`config.mk`:
```
export PLATFORM = sky130hd
export DESIGN_NAME = alu_exec_unit
export DESIGN_NICKNAME = d
export VERILOG_FILES = /design/src/rtl/alu_pkg.sv /design/src/rtl/alu_op_decode.sv /design/src/rtl/alu_exec_unit.sv
export SDC_FILE = /design/constraint.sdc
export NUM_CORES = 1
export LEC_CHECK = 0
export CORE_MARGIN = 2
export CORE_UTILIZATION = 35
export DETAILED_ROUTE_END_ITERATION = 10
export PLACE_DENSITY = 0.56
export SLEW_MARGIN = 20
export SYNTH_ARGS = -nofsm -noshare
export SYNTH_HDL_FRONTEND = slang
export SYNTH_SLANG_ARGS = --single-unit
```
`constraint.sdc`:
```
create_clock -name clk -period 2.65 [get_ports clk]
set_input_delay 0.265 -clock clk [delete_from_list [all_inputs] [get_ports clk]]
set_output_delay 0.265 -clock clk [all_outputs]
set_load 0.01 [all_outputs]
```
`src/rtl/alu_pkg.sv`:
```
// alu_pkg
// Shared definitions for the ALU execute unit:
//   - alu_op_e : 4-bit internal operation encodings
//   - ALUOP_*  : 2-bit ALUop control constants from the main decoder
//   - F7_*     : funct7 groups recognised by the R-type decoder
//   - state_e  : execute-unit FSM states
package alu_pkg;

    typedef enum logic [3:0] {
        OP_AND  = 4'b0000,
        OP_OR   = 4'b0001,
        OP_ADD  = 4'b0010,
        OP_SUB  = 4'b0110,
        OP_SLL  = 4'b0111,
        OP_SRL  = 4'b1000,
        OP_SRA  = 4'b1001,
        OP_XOR  = 4'b1010,
        OP_SLTU = 4'b1011,
        OP_MUL  = 4'b1100,
        OP_SLT  = 4'b1111
    } alu_op_e;

    localparam logic [1:0] ALUOP_ADD     = 2'b00;
    localparam logic [1:0] ALUOP_SUB     = 2'b01;
    localparam logic [1:0] ALUOP_RTYPE   = 2'b10;
    localparam logic [1:0] ALUOP_ILLEGAL = 2'b11;

    localparam logic [6:0] F7_BASE   = 7'b0000000;
    localparam logic [6:0] F7_ALT    = 7'b0100000;
    localparam logic [6:0] F7_MULDIV = 7'b0000001;

    typedef enum logic [1:0] {
        ST_IDLE = 2'd0,
        ST_MUL  = 2'd1,
        ST_HOLD = 2'd2
    } state_e;

endpackage

```
`src/rtl/alu_op_decode.sv`:
```
// alu_op_decode
// Combinational translation of ALUop/funct7/funct3 into an internal op code.
// Ports:
//   alu_op  (in, 2)  : 00 ADD, 01 SUB, 10 R-type decode, 11 illegal
//   funct7  (in, 7)  : R-type qualifier
//   funct3  (in, 3)  : R-type qualifier
//   op      (out, 4) : decoded operation (only meaningful when illegal=0)
//   illegal (out, 1) : combination not supported by this unit
module alu_op_decode
    import alu_pkg::*;
#(
    parameter int MUL_EN = 1
) (
    input  logic [1:0] alu_op,
    input  logic [6:0] funct7,
    input  logic [2:0] funct3,
    output alu_op_e    op,
    output logic       illegal
);

    always_comb begin
        op      = OP_ADD;
        illegal = 1'b0;
        case (alu_op)
            ALUOP_ADD: op = OP_ADD;
            ALUOP_SUB: op = OP_SUB;
            ALUOP_RTYPE: begin
                case (funct7)
                    F7_BASE: begin
                        case (funct3)
                            3'b000:  op = OP_ADD;
                            3'b001:  op = OP_SLL;
                            3'b010:  op = OP_SLT;
                            3'b011:  op = OP_SLTU;
                            3'b100:  op = OP_XOR;
                            3'b101:  op = OP_SRL;
                            3'b110:  op = OP_OR;
                            default: op = OP_AND;
                        endcase
                    end
                    F7_ALT: begin
                        case (funct3)
                            3'b000:  op = OP_SUB;
                            3'b101:  op = OP_SRA;
                            default: illegal = 1'b1;
                        endcase
                    end
                    F7_MULDIV: begin
                        // With the multiplier compiled out, MUL decodes as illegal.
                        if (funct3 == 3'b000 && MUL_EN != 0) begin
                            op = OP_MUL;
                        end else begin
                            illegal = 1'b1;
                        end
                    end
                    default: illegal = 1'b1;
                endcase
            end
            default: illegal = 1'b1;
        endcase
    end

endmodule

```
`src/rtl/alu_exec_unit.sv`:
```
// alu_exec_unit
// Single-issue ALU execute stage with valid/ready handshakes on both sides.
// Single-cycle ops complete with latency 1; MUL runs an XLEN-step shift-add
// loop. The result is held in HOLD until the consumer takes it.
// Ports:
//   clk, rst_n              : clock, asynchronous active-low reset
//   flush                   : drop the in-flight op and any pending result
//   in_valid / in_ready     : request handshake
//   ALUop, funct7, funct3   : operation select
//   op_a, op_b   (XLEN)     : operands
//   out_valid / out_ready   : result handshake
//   result       (XLEN)     : registered result
//   zero                    : result == 0
//   illegal                 : registered "request was undecodable" flag
module alu_exec_unit
    import alu_pkg::*;
#(
    parameter int XLEN   = 32,
    parameter int MUL_EN = 1
) (
    input  logic            clk,
    input  logic            rst_n,
    input  logic            flush,
    input  logic            in_valid,
    output logic            in_ready,
    input  logic [1:0]      ALUop,
    input  logic [6:0]      funct7,
    input  logic [2:0]      funct3,
    input  logic [XLEN-1:0] op_a,
    input  logic [XLEN-1:0] op_b,
    output logic            out_valid,
    input  logic            out_ready,
    output logic [XLEN-1:0] result,
    output logic            zero,
    output logic            illegal
);

    localparam int SHW = $clog2(XLEN);

    alu_op_e                dec_op;
    logic                   dec_illegal;
    state_e                 state;
    logic                   accept;
    logic [SHW-1:0]         shamt;
    logic signed [XLEN-1:0] a_s;
    logic signed [XLEN-1:0] b_s;
    logic [XLEN-1:0]        alu_res;

    // Shift-add multiplier state
    logic [XLEN-1:0]        mcand;
    logic [XLEN-1:0]        mplier;
    logic [XLEN-1:0]        acc;
    logic [XLEN-1:0]        acc_next;
    logic [SHW-1:0]         mul_cnt;

    alu_op_decode #(
        .MUL_EN (MUL_EN)
    ) u_decode (
        .alu_op  (ALUop),
        .funct7  (funct7),
        .funct3  (funct3),
        .op      (dec_op),
        .illegal (dec_illegal)
    );

    // flush wins over everything, so it also blocks acceptance.
    assign in_ready = !flush &&
                      ((state == ST_IDLE && !out_valid) ||
                       (state == ST_HOLD && out_ready));
    assign accept   = in_valid && in_ready;
    assign shamt    = op_b[SHW-1:0];
    assign a_s      = $signed(op_a);
    assign b_s      = $signed(op_b);
    assign zero     = (result == '0);
    assign acc_next = mplier[0] ? (acc + mcand) : acc;

    always_comb begin
        alu_res = '0;
        case (dec_op)
            OP_ADD:  alu_res = op_a + op_b;
            OP_SUB:  alu_res = op_a - op_b;
            OP_SLL:  alu_res = op_a << shamt;
            OP_SRL:  alu_res = op_a >> shamt;
            OP_SRA:  alu_res = a_s >>> shamt;
            OP_SLT:  alu_res = {{(XLEN-1){1'b0}}, (a_s < b_s)};
            OP_SLTU: alu_res = {{(XLEN-1){1'b0}}, (op_a < op_b)};
            OP_XOR:  alu_res = op_a ^ op_b;
            OP_OR:   alu_res = op_a | op_b;
            OP_AND:  alu_res = op_a & op_b;
            default: alu_res = '0;   // MUL is produced by the iterative path
        endcase
        if (dec_illegal) begin
            alu_res = '0;
        end
    end

    always_ff @(posedge clk or negedge rst_n) begin
        if (!rst_n) begin
            state     <= ST_IDLE;
            out_valid <= 1'b0;
            result    <= '0;
            illegal   <= 1'b0;
            mcand     <= '0;
            mplier    <= '0;
            acc       <= '0;
            mul_cnt   <= '0;
        end else if (flush) begin
            state     <= ST_IDLE;
            out_valid <= 1'b0;
        end else begin
            case (state)
                ST_IDLE, ST_HOLD: begin
                    // Completion first; a same-cycle accept below overrides it.
                    if (state == ST_HOLD && out_ready) begin
                        state     <= ST_IDLE;
                        out_valid <= 1'b0;
                    end
                    if (accept) begin
                        if (dec_op == OP_MUL && !dec_illegal) begin
                            state     <= ST_MUL;
                            out_valid <= 1'b0;
                            mcand     <= op_a;
                            mplier    <= op_b;
                            acc       <= '0;
                            mul_cnt   <= '0;
                        end else begin
                            state     <= ST_HOLD;
                            out_valid <= 1'b1;
                            result    <= alu_res;
                            illegal   <= dec_illegal;
                        end
                    end
                end
                ST_MUL: begin
                    acc     <= acc_next;
                    mcand   <= mcand << 1;
                    mplier  <= mplier >> 1;
                    mul_cnt <= mul_cnt + 1'b1;
                    // Last of XLEN iterations: publish the final partial sum.
                    if (mul_cnt == SHW'(XLEN - 1)) begin
                        state     <= ST_HOLD;
                        out_valid <= 1'b1;
                        result    <= acc_next;
                        illegal   <= 1'b0;
                    end
                end
                default: begin
                    state     <= ST_IDLE;
                    out_valid <= 1'b0;
                end
            endcase
        end
    end

endmodule

```
# After elaboration in Yosys (flattened, before gate mapping)
# Index checks and enable logic that the tools add are counted.
# word_totals
reg_bits,137
inputBits,81
output_inout_bits,36
word_cells,116
# op_classes
add_sub_neg,4
n_lt_le_gt_ge,2
eq_ne,29
n_shift,3
muxes,44
n_bitwise,4
reduce_logical,22
# op_table
op,n
2-to-1 mux 32 bit,11
case mux 32 bit (10 select lines),1
case mux 32 bit (2 select lines),4
adder 32 bit,2
< comparator 32 bit,2
bitwise AND 32 bit,1
logical NOT 32 bit,1
bitwise OR 32 bit,1
left shift 32 x 5 -> 32 bit,1
>> shifter 32 x 5 -> 32 bit,1
>>> shifter 32 x 5 -> 32 bit,1
subtractor 32 bit,1
XOR 32 bit,1
case mux 4 bit (7 select lines),1
"equality test 4 bit, second input constant",6
case mux 4 bit (2 select lines),2
case mux 4 bit (3 select lines),1
2-to-1 mux 1 bit,10
2-to-1 mux 2 bit,5
2-to-1 mux 5 bit,2
case mux 5 bit (2 select lines),1
"equality test 3 bit, second input constant",3
"equality test 4 x 3 -> 1 bit, second input constant",2
"!= test 2 bit, second input constant",4
other kinds (29),43

# Longest topological paths before layout
# Gate-level depths: netlist of the first run.
# depth
ltp_word,11
depth_mapped,17

# By module
# A second synthesis of the first run with hierarchy kept.
# hier_totals
hier_cells,2266
hier_area_um2,16778.6
# by_module_without_submodules
module,n_inst,cells_each,area_per_inst_um2,seq_area_each_um2
alu_exec_unit,1,2225,16490.8,3403.3
alu_op_decode,1,41,287.8,0.0

# Worst setup path before layout of the first run
# No wires, ideal clock.
# synth_path
kind,in2reg
startpoint,input port op_b[2]
endpoint,register result[24]
arrival_ns,4.055
required_time_ns,2.573
setup_slack_ns,-1.483
path_stages,17
path_buffers,5
path_cell_list,clkbuf_1 -> inv_1 -> clkbuf_1 -> clkbuf_1 -> clkbuf_1 -> ha_1 -> clkbuf_1 -> nand3_1 -> a2111oi_0 -> nor3_1 -> a21oi_1 -> o21ai_0 -> or2_2 -> a211o_1 -> a211o_1 -> a31o_1 -> a21oi_1
# synth_between
elab_chain_len,6
word_cells_on_any_way,10
cone_classes,2 x add/sub; 3 x shift; 5 x mux
# synth_lines
item,line_no,rtl
"start, declared",alu_exec_unit.sv:30,"input logic [XLEN-1:0] op_b,"
subtractor 32 bit (tied with other cells),alu_exec_unit.sv:81,OP_SUB: alu_res = op_a - op_b;
case mux 32 bit (10 select lines) (*),alu_exec_unit.sv:79,case (dec_op)
2-to-1 mux 32 bit (*),alu_exec_unit.sv:92,if (dec_illegal) begin
2-to-1 mux 32 bit (*),alu_exec_unit.sv:119,if (dec_op == OP_MUL && !dec_illegal) begin
2-to-1 mux 32 bit (*),alu_exec_unit.sv:118,if (accept) begin
case mux 32 bit (2 select lines) (*),alu_exec_unit.sv:111,case (state)
"end signal, assigned",alu_exec_unit.sv:129,result <= alu_res;
"end signal, assigned",alu_exec_unit.sv:143,result <= acc_next;
"end, declared",alu_exec_unit.sv:33,"output logic [XLEN-1:0] result,"
# Every way passes the cells marked *; elsewhere a longest branch is shown, timed or not. The select of a mux whose other input is x is not followed.
# A chain may end at the register's enable or synchronous reset.

# Final worst setup path of the first run
# layout_path
startpoint,register acc[0]
endpoint,register result[20]
# layout_between
elab_chain_len,4
# layout_lines
item,line_no,rtl
"start, declared",alu_exec_unit.sv:52,logic [XLEN-1:0] acc;
"start signal, assigned",alu_exec_unit.sv:135,acc <= acc_next;
adder 32 bit,alu_exec_unit.sv:75,assign acc_next = mplier[0] ? (acc + mcand) : acc;
2-to-1 mux 32 bit,alu_exec_unit.sv:75,
2-to-1 mux 32 bit,alu_exec_unit.sv:140,if (mul_cnt == SHW'(XLEN - 1)) begin
case mux 32 bit (2 select lines),alu_exec_unit.sv:111,
# Every way passes these cells. The select of a mux whose other input is x is not followed.

==> metrics.md, run 1 <==
| Metric | Value |
|---|---|
| Most common cell after layout, fill and taps aside | buf_4 |
| Nets@finish | 3394 |
| Combinational group share of total power | 59.6% |
| Placed insts | around 3700 |
| Sequential-to-total area share from yosys stat | roughly a fifth |
| Headroom to the max-slew limit | ~48% |
| Status | complete, but fails checks |
| Total gr overflow | 0 |
| Post-synth cell types | 82 |
| Minimum clock period | 2.96 ns |
| Synthesized area | ~17000 µm² |
| Synth Warn # | 0 |
| Worst endpoint data arrival time | around 3.4 ns |
| RSZ-0062 raised after global routing | yes |
| Drt via density | 5.97 |
| Via Count | ~23000 |
| Sw Share | a little over two fifths |
| Final setup viols | a little over 50 |
| Avg Inst Size Synth | between 7 and 8 µm² |
| Worst IR Drop VDD | approximately 0.00049 V |
| Initial Utilization | 35.6% |
| Final Skew | about 0.012 ns |
| Final Hold Fails | 0 |
| Slew at the pin with the worst max-slew slack | between 0.7 and 0.8 ns |
| Met2 wire len | between 40000 and 50000 µm |
| Core ar. | roughly 48000 µm² |
| Largest net degree at the start of global routing | 83 |
| Skew-Pair Late Insertion Delay | 0.49 ns |
| MaxCap Viol Count | 0 |
| Area grow syn2layout | 70.3% |
| Cells after synthesis | 2284 |
| Final Cycle Share | 112% |
| Initial antenna violation count | 4 |
| Failing checks | setup timing |
| Worst setup EP type | flip-flop |
| Pint | roughly 8.4 mW |
| WL/cell | ~27 µm |
| Commonest cells after routing, fill and taps aside | buf_4 (821), nand2_1 (239), nor2_1 (236) |
| Max Fclk | between 300 and 400 MHz |
| Switching pwr | 6.30 mW |
| CTS H-Tree Depth | 4 |
| Hold slack | between 0.2 and 0.3 ns |
| Kind of critical path | flip-flop to flip-flop |
| Post-route DRC | 0 |
| Leakage power | ~13 nW |
| Cell row count | 80 |
| Detailed Place HPWL | ~80000 µm |
| Final ANT Viol Nets | 0 |
| Root Buffer | clkbuf_16 |
| PD cells | ~500 nW/µm² |
| HP Class | input pin to flip-flop |
| Met3 WL | between 8000 and 9000 µm |
| Cts bufs inserted | 17 |
| Synth async-reset ratio | 100% |
| Startpoint types | flip-flop |
| Final worst setup slack | -0.312 ns |
| Tot GR Track Use | about two fifths |
| Yosys reg bits | roughly 140 |
| CTS Sinks | 136 |
| Die height | between 200 and 250 µm |
| Share of cells above drive strength 1 | around 46% |
| 1st-pass router iterations | 6 |
| Post-Layout Cell Count | ~3800 |
| Setup TNS | -9.01 ns |
| First-pass GRT wire length | roughly 150000 µm |
| Max clock buf depth | 2 |
| Worst Path Max Fanout | 3 |
| DRT Wirelength | 102000 µm |
| CP required | 3.07 ns |
| Top Ports | approximately 120 |
| Synth Flop Type | dfrtp_1 |
| Total die area | approximately 50000 µm² |
| Syn Nets | 2501 |
| Drt initial violations | about 2400 |
| Vias in the first global route | about 22000 |
| Top layer used by detailed routing | met5 |
| Placer Congestion | between 1 and 1.5 |
| CTS tree | yes |
| Part of the power in registers | about 22% |
| DRT met1 WL | 42200 µm |
| Clk pwr share | a little under a fifth |
| Worst slack at placement | -1.58 ns |
| Die width | approximately 220 µm |
| Pins Over Slew Limit | 0 |
| Number of flops mapped to enable cells by yosys | 0 |
| CTS clk-pin slew, worst paths | ~0.070 ns |
| Final Power | about 15 mW |
| Buffers on Ports | ~120 |
final cells by class:
cell class                      count  area (µm²)
Clock buffer                       17         425
Multi-Input combinational cell   1872       15100
Fill cell                        4332       18900
Timing Repair Buffer             1037        8640
Tap cell                          615         769
Clock inverter                     14         186
Sequential cell                   136        3410
Antenna cell                        1        2.50
Inverter                          113         462
cells by family (layout without fill, tap and decap cells):
group           Yosys count  count (layout)  share of synthesized area [%]
compound gates          804             804                           29.6
buf+inv                 276            1181                           6.27
mux                     139             139                           12.1
xor+xnor                 47              47                           2.41
flops                   136             136                           20.0
fa+ha+maj               136             136                           10.1
other cells               0               1                              0
simple gates            746             746                           19.6
repair_timing:
action                                  in CTS  in global routing
hold endpoints to repair                    51                  0
cloned                                       2                  0
pin swaps                                  174                 97
buffers inserted                            76                 25
gates resized for setup                    529                130
endpoints found under the setup margin     127                 56
hold buffers                                 1                  0
critical path, stage by stage (launching register included):
cell and delay [ns]:
dfrtp_1 0.39, ha_2 0.21, fa_2 0.36, a211o_1 0.30, a21oi_2 0.19, buf_6 0.15
o21ba_4 0.15, buf_6 0.10, buf_6 0.09, nor3_4 0.03, nor2_2 0.11, buf_4 0.14
xnor2_2 0.11, mux2i_1 0.10, nand2b_4 0.19, o2bb2ai_2 0.15, a21oi_1 0.11
per-layer routing:
layer | global-route usage [%] | vias to the layer above
met5 | 0 | -
met4 | 23.8 | 2
met3 | 7.02 | 291
met2 | 62.6 | 1179
met1 | 51.7 | 11100
li1 | - | 10200
through the flow:
step	cell area, µm²	util [%]
6_report	29000	60.6
5_1_grt	29000	60.6
4_1_cts	28300	59.1
3_5_place_dp	25100	52.4
3_3_place_gp	25100	52.4
2_1_floorplan	17700	-
path summary, 6_finish.rpt:
| kind | from | end | slack (ns) | cells past startpoint |
|---|---|---|---|---|
| hold reg to reg | mplier[15] | mplier[15] | 0.49 | 2 |
| setup reg to reg | acc[0] | result[20] | -0.31 | 16 |
| hold / removal | op_a[0] | mcand[0] | 0.28 | 4 |
| min in group asynchronous | rst_n | acc[1] | 0.32 | 2 |
| max in group asynchronous | rst_n | mplier[10] | 1.39 | 3 |
| setup / recovery | acc[0] | result[20] | -0.31 | 16 |
cells in the mapped netlist (11+ instances only):
cell type / instances / area share, %
a211oi_1: 42 / 1.8
buf_2: 20 / 0.59
mux2_2: 27 / 1.8
dfrtp_1: 136 / 20
nor2_1: 259 / 5.7
a21o_1: 34 / 1.5
nand2b_1: 17 / 0.62
o22ai_1: 21 / 0.77
nor4_1: 17 / 0.62
xnor2_1: 33 / 1.7
or3_1: 15 / 0.55
inv_1: 110 / 2.4
o221ai_1: 11 / 0.56
a31oi_1: 22 / 0.81
clkbuf_1: 133 / 2.9
mux4_2: 51 / 6.7
a21oi_1: 230 / 6.7
a221oi_1: 18 / 0.92
nand3_1: 38 / 1.1
nand2_1: 256 / 5.6
nand4_1: 16 / 0.59
nor3_1: 49 / 1.4
and3_1: 17 / 0.62
o211ai_1: 31 / 1.4
nor2b_1: 19 / 0.70
a211o_1: 14 / 0.72
ha_1: 133 / 9.8
o21ai_0: 230 / 6.7
mux2i_1: 61 / 3.6
o21bai_1: 12 / 0.53
xor2_1: 14 / 0.72
o31ai_1: 25 / 1.1
registers in the layout, indices dropped and copies added, names as in the netlist:
signal	flops
acc	32
illegal	1
mcand	32
mplier	32
mul_cnt	5
out_valid	1
result	32
state	1
power groups by stage:
stage	Sequential [mW]	Clock, mW	Combinational (mW)
finish	3.26	2.67	8.74
global route	3.30	2.77	9.24
CTS	3.22	2.71	8.22
detailed placement	3.22	0	7.26
global placement	3.21	0	7.19
floorplan	3.02	0	3.49
Power figures use the tool's default switching activity.
==> inputs of run 2 (changes only) <==
--- a/config.mk
+++ b/config.mk
@@ -6,9 +6,9 @@
 export NUM_CORES = 1
 export LEC_CHECK = 0
 export CORE_MARGIN = 2
-export CORE_UTILIZATION = 35
+export CORE_UTILIZATION = 56
 export DETAILED_ROUTE_END_ITERATION = 10
-export PLACE_DENSITY = 0.56
+export PLACE_DENSITY = 0.81
 export SLEW_MARGIN = 20
 export SYNTH_ARGS = -nofsm -noshare
 export SYNTH_HDL_FRONTEND = slang
==> run 2 against run 1 <==
Compared with the run above: the run now fails in global routing (5_1_grt); synthesized cell count stayed put; synthesized area stayed put.
==> metrics.md, run 2 <==
| Metric | Value |
|---|---|
| Root Buffer | clkbuf_16 (unchanged) |
| Avg Inst Size Synth | 7.47 µm² (unchanged) |
| CTS Sinks | 136 (unchanged) |
| Dominant cells by area after synthesis | dfrtp_1 (20%), ha_1 (9.8%), a21oi_1 (6.7%) (unchanged) |
| Cell row count | 63 (was 80) |
| Yosys reg bits | 136 (unchanged) |
| Cell taking the most area after synthesis | dfrtp_1 (unchanged) |
| Stopping stage | global routing (5_1_grt) |
| Sequential-to-total area share from yosys stat | 20.0% (unchanged) |
| Largest net degree at the start of global routing | 75 |
| Synth async-reset ratio | 100% (unchanged) |
| Status | did not finish (was complete, but fails checks) |
| Max clock buf depth | 2 (unchanged) |
| First-pass GRT wire length | ~210000 µm |
| Die height | 179 µm (was 225 µm) |
| Placer Congestion | 1.31 (was 1.04) |
| Tot GR Track Use | 85.5% |
| Top Ports | 117 (unchanged) |
| Total gr overflow | ~470 |
| Cells after synthesis | 2284 (unchanged) |
| Synthesized area | 17100 µm² (unchanged) |
| Vias in the first global route | 31500 |
| CTS H-Tree Depth | 4 (unchanged) |
| Synth Flop Type | dfrtp_1 (unchanged) |
| Most frequent cells after synthesis | nor2_1 (259), nand2_1 (256), a21oi_1 (230), o21ai_0 (230), dfrtp_1 (136) (unchanged) |
| Most frequent cell after synthesis | nor2_1 (unchanged) |
| Yosys top cell area share | 20.0% (unchanged) |
| Initial Utilization | 57.2% (was 35.6%) |
| Cts bufs inserted | 17 (unchanged) |
| Number of flops mapped to enable cells by yosys | 0 (unchanged) |
| Err | [ERROR GRT-0116] Global routing finished with congestion. Check the congestion regions in the DRC Viewer. |
| Syn Nets | 2501 (unchanged) |
| Buffers on Ports | 116 (unchanged) |
| Post-synth cell types | 82 (unchanged) |
| Worst slack at placement | -1.19 ns (was -1.58 ns) |
| Die width | 179 µm (was 225 µm) |
| Synth Warn # | 0 (unchanged) |
| Detailed Place HPWL | 65800 µm (was 81400 µm) |
## run 2: kinds of logic after synthesis
family	Yosys count	share of synthesized area [%]
fa+ha+maj	136	10.1
buf+inv	276	6.27
simple gates	746	19.6
mux	139	12.1
flops	136	20.0
xor+xnor	47	2.41
compound gates	804	29.6
## run 2: timing repair
action / 4_1_cts
resized for setup: 407
hold buffers: 1
gates cloned: 0
endpoints found under the setup margin: 134
buffers inserted: 72
endpoints found under the hold margin: 57
pin swaps: 185
## run 2: per-stage QoR
stage	instance area [µm²]	instances	hold slack, ns	utilization (%)
floorplan	17700	2284	-0.0306	-
global placement	23900	3337	0.283	80.2
detailed placement	23900	3337	0.292	80.2
CTS	26500	3434	0.380	88.9
## run 2: metal layers
layer	track usage, %	overflow
met3	76.9	16
met5	58.8	0
met1	83.5	27
met2	96.8	247
met4	86.0	178
==> inputs of run 3 (changes only) <==
--- a/config.mk
+++ b/config.mk
@@ -6,9 +6,9 @@
 export NUM_CORES = 1
 export LEC_CHECK = 0
 export CORE_MARGIN = 2
-export CORE_UTILIZATION = 56
+export CORE_UTILIZATION = 40
 export DETAILED_ROUTE_END_ITERATION = 10
-export PLACE_DENSITY = 0.81
+export PLACE_DENSITY_LB_ADDON = 0.15
 export SLEW_MARGIN = 20
 export SYNTH_ARGS = -nofsm -noshare
 export SYNTH_HDL_FRONTEND = slang
==> constraint.sdc (replaced) <==
create_clock -name clk -period 3.4 [get_ports clk]
set_input_delay 0.34 -clock clk [delete_from_list [all_inputs] [get_ports clk]]
set_output_delay 0.34 -clock clk [all_outputs]
set_load 0.01 [all_outputs]
==> run 3 against run 2 <==
Compared with the run above: the flow now finishes, with violations (setup timing).
==> metrics.md, run 3 (same netlist as run 1, synthesis figures left out) <==
| Metric | Value |
|---|---|
| WL/cell | 25.9 µm |
| Minimum clock period | 3.43 ns |
| Initial antenna violation count | 2 |
| Leakage power | about 11 nW |
| Fillers | 4079 |
| Max Fclk | just under 300 MHz |
| Detailed Place HPWL | 70200 µm (was 65800 µm) |
| Status | complete, but fails checks (was did not finish) |
| Final Skew | ~0.012 ns |
| Cell row count | 75 (was 63) |
| Total die area | 44300 µm² |
| 1st-pass router iterations | 5 |
| Area grow syn2layout | 39.6% |
| Reg2Reg Depth | 12 |
| Max clock buf depth | 2 (unchanged) |
| Worst setup EP type | flip-flop |
| Drt via density | approximately 6.2 |
| Top Ports | 117 (unchanged) |
| Commonest cells after routing, fill and taps aside | buf_4 (530), nor2_1 (255), nand2_1 (254) |
| Die height | 210 µm (was 179 µm) |
| CTS Sinks | 136 (unchanged) |
| Slew at the pin with the worst max-slew slack | between 0.8 and 0.9 ns |
| Startpoint types | input pin |
| CTS H-Tree Depth | 4 (unchanged) |
| Final Cycle Share | 101% |
| Setup TNS | -0.0278 ns |
| Via Count | roughly 21000 |
| Final Power | 9.42 mW |
| CP required | ~3.7 ns |
| Worst endpoint data arrival time | around 3.8 ns |
| Most common cell after layout, fill and taps aside | buf_4 |
| Placer Congestion | 1.04 (was 1.31) |
| Final worst setup slack | -0.0278 ns |
| Root Buffer | clkbuf_16 (unchanged) |
| Crit Reg-Reg Startpoint | mcand[9] |
| Largest net degree at the start of global routing | between 60 and 70 |
| Post-route DRC | 0 |
| First-pass GRT wire length | 127000 µm |
| CTS tree | yes |
| Worst slack at placement | -0.708 ns (was -1.19 ns) |
| Drt initial violations | 2456 |
| Kind of critical path | input pin to flip-flop |
| Failing checks | setup timing |
| RSZ-0062 raised after global routing | yes |
| Final setup viols | 1 |
| Worst IR Drop VDD | just under 0.0004 V |
| Nets@finish | slightly above 3000 |
| Vias in the first global route | between 15000 and 20000 |
| MaxCap Viol Count | 0 |
| Final ANT Viol Nets | 0 |
| Final Hold Fails | 0 |
| Buffers on Ports | 116 (unchanged) |
| Tot GR Track Use | about two fifths |
| DRT Wirelength | 87000 µm |
| Worst Path Max Fanout | 6 |
| Core ar. | 42000 µm² |
| Die width | 210 µm (was 179 µm) |
| Pins Over Slew Limit | 0 |
| Headroom to the max-slew limit | about 41% |
| FF-to-FF End | result[29] |
| PD cells | ~400 nW/µm² |
| Cts bufs inserted | 17 (unchanged) |
| Hold slack | between 0.4 and 0.5 ns |
| R2R Setup Slk | 0.06 ns |
| Total gr overflow | 0 |
| Initial Utilization | 40.6% (was 57.2%) |
| HP Class | input pin to asynchronous set/reset pin |
| Skew-Pair Late Insertion Delay | about 0.47 ns |
| CTS clk-pin slew, worst paths | around 0.070 ns |
| Share of cells above drive strength 1 | 27.3% |
==> run 3: worst max-delay path by stage <==
stage,startpoint,endpoint,cells past startpoint
finish,op_a[15],result[23],15
CTS,op_a[9],result[23],16
global route,op_b[16],result[23],15
detailed placement,op_a[0],result[30],16
floorplan,op_b[2],result[24],17
global placement,funct7[6],result[1],14
==> run 3: layout make-up <==
type / instances / area, µm² / area share (%)
multi-input cells: 1872 / 13100 / 54.9
well taps: 539 / 674 / 2.83
clock inverters: 13 / 213 / 0.893
repair buffers: 671 / 5570 / 23.4
clock buffers: 18 / 439 / 1.84
inverters: 113 / 425 / 1.79
flip-flops and latches: 136 / 3400 / 14.3
diodes: 2 / 5.00 / 0.0210
==> run 3: critical path: stages <==
cell             delay [ns]
clkdlybuf4s50_1        0.48
inv_1                  0.17
ha_2                   0.46
inv_1                  0.15
buf_4                  0.17
o211ai_1               0.16
a21oi_1                0.20
o31ai_2                0.28
o211ai_1               0.19
a211oi_1               0.32
o21ai_1                0.14
a21o_1                 0.19
a211oi_1               0.25
buf_4                  0.17
o221ai_1               0.11
==> run 3: power by group <==
part	switching, mW	internal (mW)
registers	0.406	2.05
clock network	0.818	1.33
logic	2.69	2.14
total	3.91	5.51
==> run 3: metal layers <==
metal	routed length, µm	vias to the layer above	global-route usage, %
li1	-	9465	-
met1	35900	9967	51.0
met2	38400	1063	60.8
met3	6820	217	6.44
met4	5950	0	24.1
met5	0	-	0
==> run 3: through the flow <==
stage | cells | util [%] | instance area, µm²
after CTS | 3361 | 55.8 | 23500
after floorplan | 2284 | - | 17200
after global routing | 3362 | 56.6 | 23800
final | 3364 | 56.6 | 23800
after global placement | 3328 | 54.0 | 22700
after detailed placement | 3328 | 54.0 | 22700
==> run 3: repair_timing <==
action / CTS / global route
pin swaps: 3 / 18
endpoints found under the setup margin: 25 / 36
hold endpoints to repair: 57 / 0
buffers inserted: 1 / 1
hold buffers: 1 / 0
resized for setup: 22 / 76
